### src/rtl/neuron_13in_bwd.sv
// Gradient-descent update for the 13-input sigmoid neuron: one shared multiplier, done 17 clocks after start.
// start is taken only in IDLE; a start that arrives while busy is dropped, and w_out/bias_out hold their values between updates.
module neuron_13in_bwd #(
  parameter int N_IN = 13,
  parameter int DW   = 17,
  parameter int FRAC = 17
) (
  input  logic               clk,
  input  logic               rst_n,
  input  logic               start,
  input  logic [DW*N_IN-1:0] x_in,
  input  logic [DW*N_IN-1:0] w_in,
  input  logic [DW-1:0]      bias_in,
  input  logic [DW-1:0]      y_in,
  input  logic [DW-1:0]      target,
  input  logic [DW-1:0]      lr,
  output logic [DW*N_IN-1:0] w_out,
  output logic [DW-1:0]      bias_out,
  output logic               busy,
  output logic               done
);

  typedef enum logic [2:0] {IDLE, DERIV, DELTA, SCALE, UPD, BIAS} state_t;

  localparam logic [3:0]             LAST = 4'(N_IN - 1);
  localparam logic signed [DW+1:0]   ONE  = (DW+2)'(2**FRAC);
  localparam logic signed [DW+2:0]   MAXV = {3'b000, {DW{1'b1}}};

  state_t state, state_nx;
  logic [3:0] idx;

  logic [DW-1:0] x_r  [N_IN];
  logic [DW-1:0] w_r  [N_IN];
  logic [DW-1:0] wo_r [N_IN];
  logic [DW-1:0] bias_r, y_r, t_r, lr_r, deriv, bias_o;
  logic signed [DW:0] err, delta, g;
  logic done_r;

  logic signed [DW+1:0]   op_a, op_b;
  logic signed [2*DW+3:0] prod, shifted;
  logic signed [DW+2:0]   upd_sum, bias_sum;
  logic                   unused_bits;

  function automatic logic [DW-1:0] sat(input logic signed [DW+2:0] v);
    if (v[DW+2]) return '0;
    else if (v > MAXV) return '1;
    else return v[DW-1:0];
  endfunction

  always_ff @(posedge clk or negedge rst_n) begin
    if (!rst_n) state <= IDLE;
    else        state <= state_nx;
  end

  always_comb begin
    state_nx = state;
    case (state)
      IDLE:    if (start) state_nx = DERIV;
      DERIV:   state_nx = DELTA;
      DELTA:   state_nx = SCALE;
      SCALE:   state_nx = UPD;
      UPD:     if (idx == LAST) state_nx = BIAS;
      BIAS:    state_nx = IDLE;
      default: state_nx = IDLE;
    endcase
  end

  // Operand select for the single time-shared multiplier.
  always_comb begin
    op_a = '0;
    op_b = '0;
    case (state)
      DERIV: begin op_a = $signed({2'b00, y_r});  op_b = ONE - $signed({2'b00, y_r}); end
      DELTA: begin op_a = {err[DW], err};         op_b = $signed({2'b00, deriv});    end
      SCALE: begin op_a = {delta[DW], delta};     op_b = $signed({2'b00, lr_r});     end
      UPD:   begin op_a = {g[DW], g};             op_b = $signed({2'b00, x_r[idx]}); end
      default: ;
    endcase
  end

  assign prod     = op_a * op_b;
  assign shifted  = prod >>> FRAC;
  assign upd_sum  = $signed({3'b000, w_r[idx]}) + $signed({shifted[DW+1], shifted[DW+1:0]});
  assign bias_sum = $signed({3'b000, bias_r}) + $signed({{2{g[DW]}}, g});
  assign unused_bits = ^shifted[2*DW+3:DW+2];

  always_ff @(posedge clk or negedge rst_n) begin
    if (!rst_n) begin
      for (int i = 0; i < N_IN; i++) begin
        x_r[i]  <= '0;
        w_r[i]  <= '0;
        wo_r[i] <= '0;
      end
      bias_r <= '0; y_r <= '0; t_r <= '0; lr_r <= '0;
      deriv  <= '0; err <= '0; delta <= '0; g <= '0;
      bias_o <= '0; idx <= '0; done_r <= 1'b0;
    end else begin
      done_r <= (state == BIAS);
      case (state)
        IDLE: if (start) begin
          for (int i = 0; i < N_IN; i++) begin
            x_r[i] <= x_in[DW*i +: DW];
            w_r[i] <= w_in[DW*i +: DW];
          end
          bias_r <= bias_in;
          y_r    <= y_in;
          t_r    <= target;
          lr_r   <= lr;
        end
        DERIV: begin
          err   <= $signed({1'b0, t_r}) - $signed({1'b0, y_r});
          deriv <= shifted[DW-1:0];
        end
        DELTA: delta <= shifted[DW:0];
        SCALE: g <= shifted[DW:0];
        UPD: begin
          wo_r[idx] <= sat(upd_sum);
          idx       <= (idx == LAST) ? '0 : idx + 4'd1;
        end
        BIAS: bias_o <= sat(bias_sum);
        default: ;
      endcase
    end
  end

  for (genvar i = 0; i < N_IN; i++) begin : g_pack
    assign w_out[DW*i +: DW] = wo_r[i];
  end

  assign bias_out = bias_o;
  assign busy     = (state != IDLE);
  assign done     = done_r;

endmodule

### config.mk
export PLATFORM = sky130hd
export DESIGN_NAME = neuron_13in_bwd
export DESIGN_NICKNAME = d
export VERILOG_FILES = /design/src/rtl/neuron_13in_bwd.sv
export SDC_FILE = /design/constraint.sdc
export NUM_CORES = 2
export LEC_CHECK = 0
export BUFFER_PORTS_ARGS = -buffer_cell sky130_fd_sc_hd__buf_2
export CAP_MARGIN = 5
export CORE_UTILIZATION = 58
export CTS_BUF_LIST = sky130_fd_sc_hd__clkbuf_16
export DETAILED_ROUTE_END_ITERATION = 12
export PLACE_DENSITY = 0.83
export SLEW_MARGIN = 20
export SYNTH_ARGS = -nofsm -noshare
export SYNTH_HDL_FRONTEND = slang
export SYNTH_SLANG_ARGS = --single-unit
### constraint.sdc
create_clock -name clk -period 20.6 [get_ports clk]
set_input_delay 1.03 -clock clk [delete_from_list [all_inputs] [get_ports clk]]
set_output_delay 1.03 -clock clk [all_outputs]
set_load 0.1 [all_outputs]
==> run_results.csv <==
group,metric,value,unit
final_layout,drive_above_1_share,33.1,%
grt,first_global_vias,38600,
clocking,h-tree-depth,3,
timing,fin_setup_tns,0,ns
logic_synthesis,netlist_area,49000,um^2
critical_path,rrSetupSlack,6.86,ns
final_layout,syn_to_final_growth,16.3,%
placement,gp_congestion,0.985,
grt,grt_max_degree,206,
drt,vias,37400,
drt,drt-initial-drc-count,3523,
critical_path,cpMaxStageDelayCell,"a2111oi_0",
logic_synthesis,syn_inst,4237,
outcome,status,"finished clean",
clocking,post_cts_buffers,0,
logic_synthesis,synth_edf_count,0,
drt,ant_nets,0,
logic_synthesis,synth_top_area_share,42.2,%
die,dieArea,85700,um^2
job,cap_violations,0,
timing,setup_viol,0,
logic_synthesis,netlist.top_cell.by_area,"dfrtp_1",
die,io_pins,753,
clocking,clk_pin_slew,0.07,ns
logic_synthesis,synth_ff_type,"dfrtp_1",
logic_synthesis,yosys.cell_count.top_type,"dfrtp_1",
drt,drc,0,
clocking,cts_tree,"built",
logic_synthesis,yosysUniqueCellTypes,72,
critical_path,cp_num_buf_inv,8,
grt,grt_overflow,0,
logic_synthesis,ys_warn_count,0,
clocking,cts-buffers-inserted,83,
grt,grt_usage,36.3,%
timing,skew,0.0682,ns
logic_synthesis,ys_seq_elements,827,
clocking,clkLatencyLatePin,0.68,ns
critical_path,critPathMaxFanout,36,
drt,dr.pass1.iters,6,
timing,min_period,13.74,ns
clocking,holdBufCountCts,0,
critical_path,slowest_delay,0.86,ns
critical_path,end_kind,"register",
placement,numPortBuffers,752,
placement,dpl.hpwl,114,mm
grt,antenna_found_initial,106,
die,die_h,293,um
timing,post-route-period-util,66.7,%
drt,routed_wirelength,155,mm
logic_synthesis,syn_avg_cell_area,11.6,um^2
final_layout,num-nets-final,5921,
logic_synthesis,async_reset_ff_share,100,%
clocking,cts_sinks,827,
clocking,clock-root-buffer,"clkbuf_16",
hold_path,hp-class,"primary input to async pin",
critical_path,path_delay_family,"compound AO/OA/AOI/OAI gates",
timing,max_freq,0.0728,GHz
drt,via_per_inst,6.01,
drt,avgRoutedWirePerCell,24.9,um
die,rows,106,
final_layout,fillers,5765,
logic_synthesis,synthTopCellsByArea,"dfrtp_1 42%, fa_1 13%, mux2_2 13%",
clocking,cts_resized,0,
timing,tightest_slew,1.35,ns
logic_synthesis,ys_seq_area_share,42.2,%
die,fp.dieW,293,um
timing,slew_viol_final,0,
critical_path,cp.arrival,14.24,ns
grt,grt_pass1_wl,233,mm
clocking,clk_path_buf_depth,3,
die,start_util,58.6,%
critical_path,worstSetupPathType,"register to register",
timing,hold_violations,0,
die,core,83700,um^2
critical_path,crit_required,21.10,ns
logic_synthesis,synth_top_cells_by_count,"827 x dfrtp_1, 567 x mux2_2, 492 x inv_1, 451 x nand2_1, 330 x fa_1",
critical_path,cp-start-kind,"register",
timing,rsz0062_at_grt,"no",
timing,max_slew_margin,9.85,%
[cell type report]
type | count | area (um^2) | area share [%]
well taps | 1134 | 1420 | 2.49
diodes | 92 | 230 | 0.404
multi-input cells | 2699 | 25600 | 44.9
clock inverters | 69 | 693 | 1.22
flip-flops and latches | 827 | 20700 | 36.3
clock buffers | 84 | 2100 | 3.69
repair buffers | 827 | 4390 | 7.70
inverters | 492 | 1850 | 3.24
[worst reg2reg max path, delay by kind of cell (launching register included)]
family | cells | cell delay, ns
xor+xnor | 1 | 0.55
buf+inv | 8 | 1.25
compound gates | 17 | 5.26
flops | 1 | 0.68
fa+ha+maj | 8 | 3.83
simple gates | 6 | 2.02
[per-layer routing]
layer  part of all wire, %  up-vias  track usage (%)
met4                   8.2       38             25.8
met3                   8.8      686             9.14
met1                    35    18800             43.7
met5                  0.16        -                0
met2                    48     2117             57.4
li1                      -    15700                -
[through the flow]
step | setup slack (ns) | hold slack (ns) | utilization, % | cells | area (um^2)
global route | 5.96 | 0.368 | 68.1 | 6212 | 57000
global placement | 7.31 | 0.457 | 64.4 | 5977 | 53900
detailed placement | 7.06 | 0.465 | 64.5 | 5978 | 53900
CTS | 6.95 | 0.478 | 67.8 | 6131 | 56700
finish | 6.86 | 0.332 | 68.1 | 6224 | 57000
floorplan | 9.25 | 0.441 | - | 4253 | 49100
[state kept, by name, summed over array words and instances (netlist names)]
name,cells
err,18
w_out,221
w_r,221
t_r,17
idx,4
x_r,221
done,1
bias_r,17
bias_out,17
lr_r,17
y_r,17
state,3
g,18
delta,18
deriv,17
[final timing paths]
path,startpoint,depth (start not counted),end
max,idx[3],40,w_out[46]
min,rst_n,1,w_out[148]
max reg2reg,idx[3],40,w_out[46]
min reg2reg,w_out[68],2,w_out[68]
max in group asynchronous,rst_n,5,w_r[200]
min in group clk,w_out[68],2,w_out[68]
[logic make-up after synthesis]
kind of cell | Yosys count | share of synthesized area [%]
flops | 827 | 42.2
simple gates | 790 | 6.96
buf+inv | 727 | 5.71
mux | 704 | 18.4
compound gates | 626 | 7.96
fa+ha+maj | 478 | 17.3
xor+xnor | 83 | 1.48
other cells | 2 | 0.0153
[cell usage in the layout (no fill, tap or decap), types with 14 or more instances in the layout]
master       n
nor2_1     162
ha_1       148
xor2_1      34
o21ai_1     53
a211oi_1    20
conb_1      18
clkinv_2    17
o21ai_0    243
mux4_2     100
nand2b_1    14
buf_2      752
a21o_1      40
nand3_1     20
fa_1       330
diode_2     92
a221oi_1    16
nor2b_1     35
mux2_2     567
a22oi_1     24
nand2_1    447
clkbuf_16   84
mux2i_1     37
and2_1      32
inv_1      510
dfrtp_1    823
a21oi_1     87
a221o_1     31
buf_4       68
xnor2_1     49
nor3_1      19
clkinv_1    14
Power is left out: the tool's default activity adds up to more than one toggle a clock period on the data nets, which glitch-free logic cannot reach.
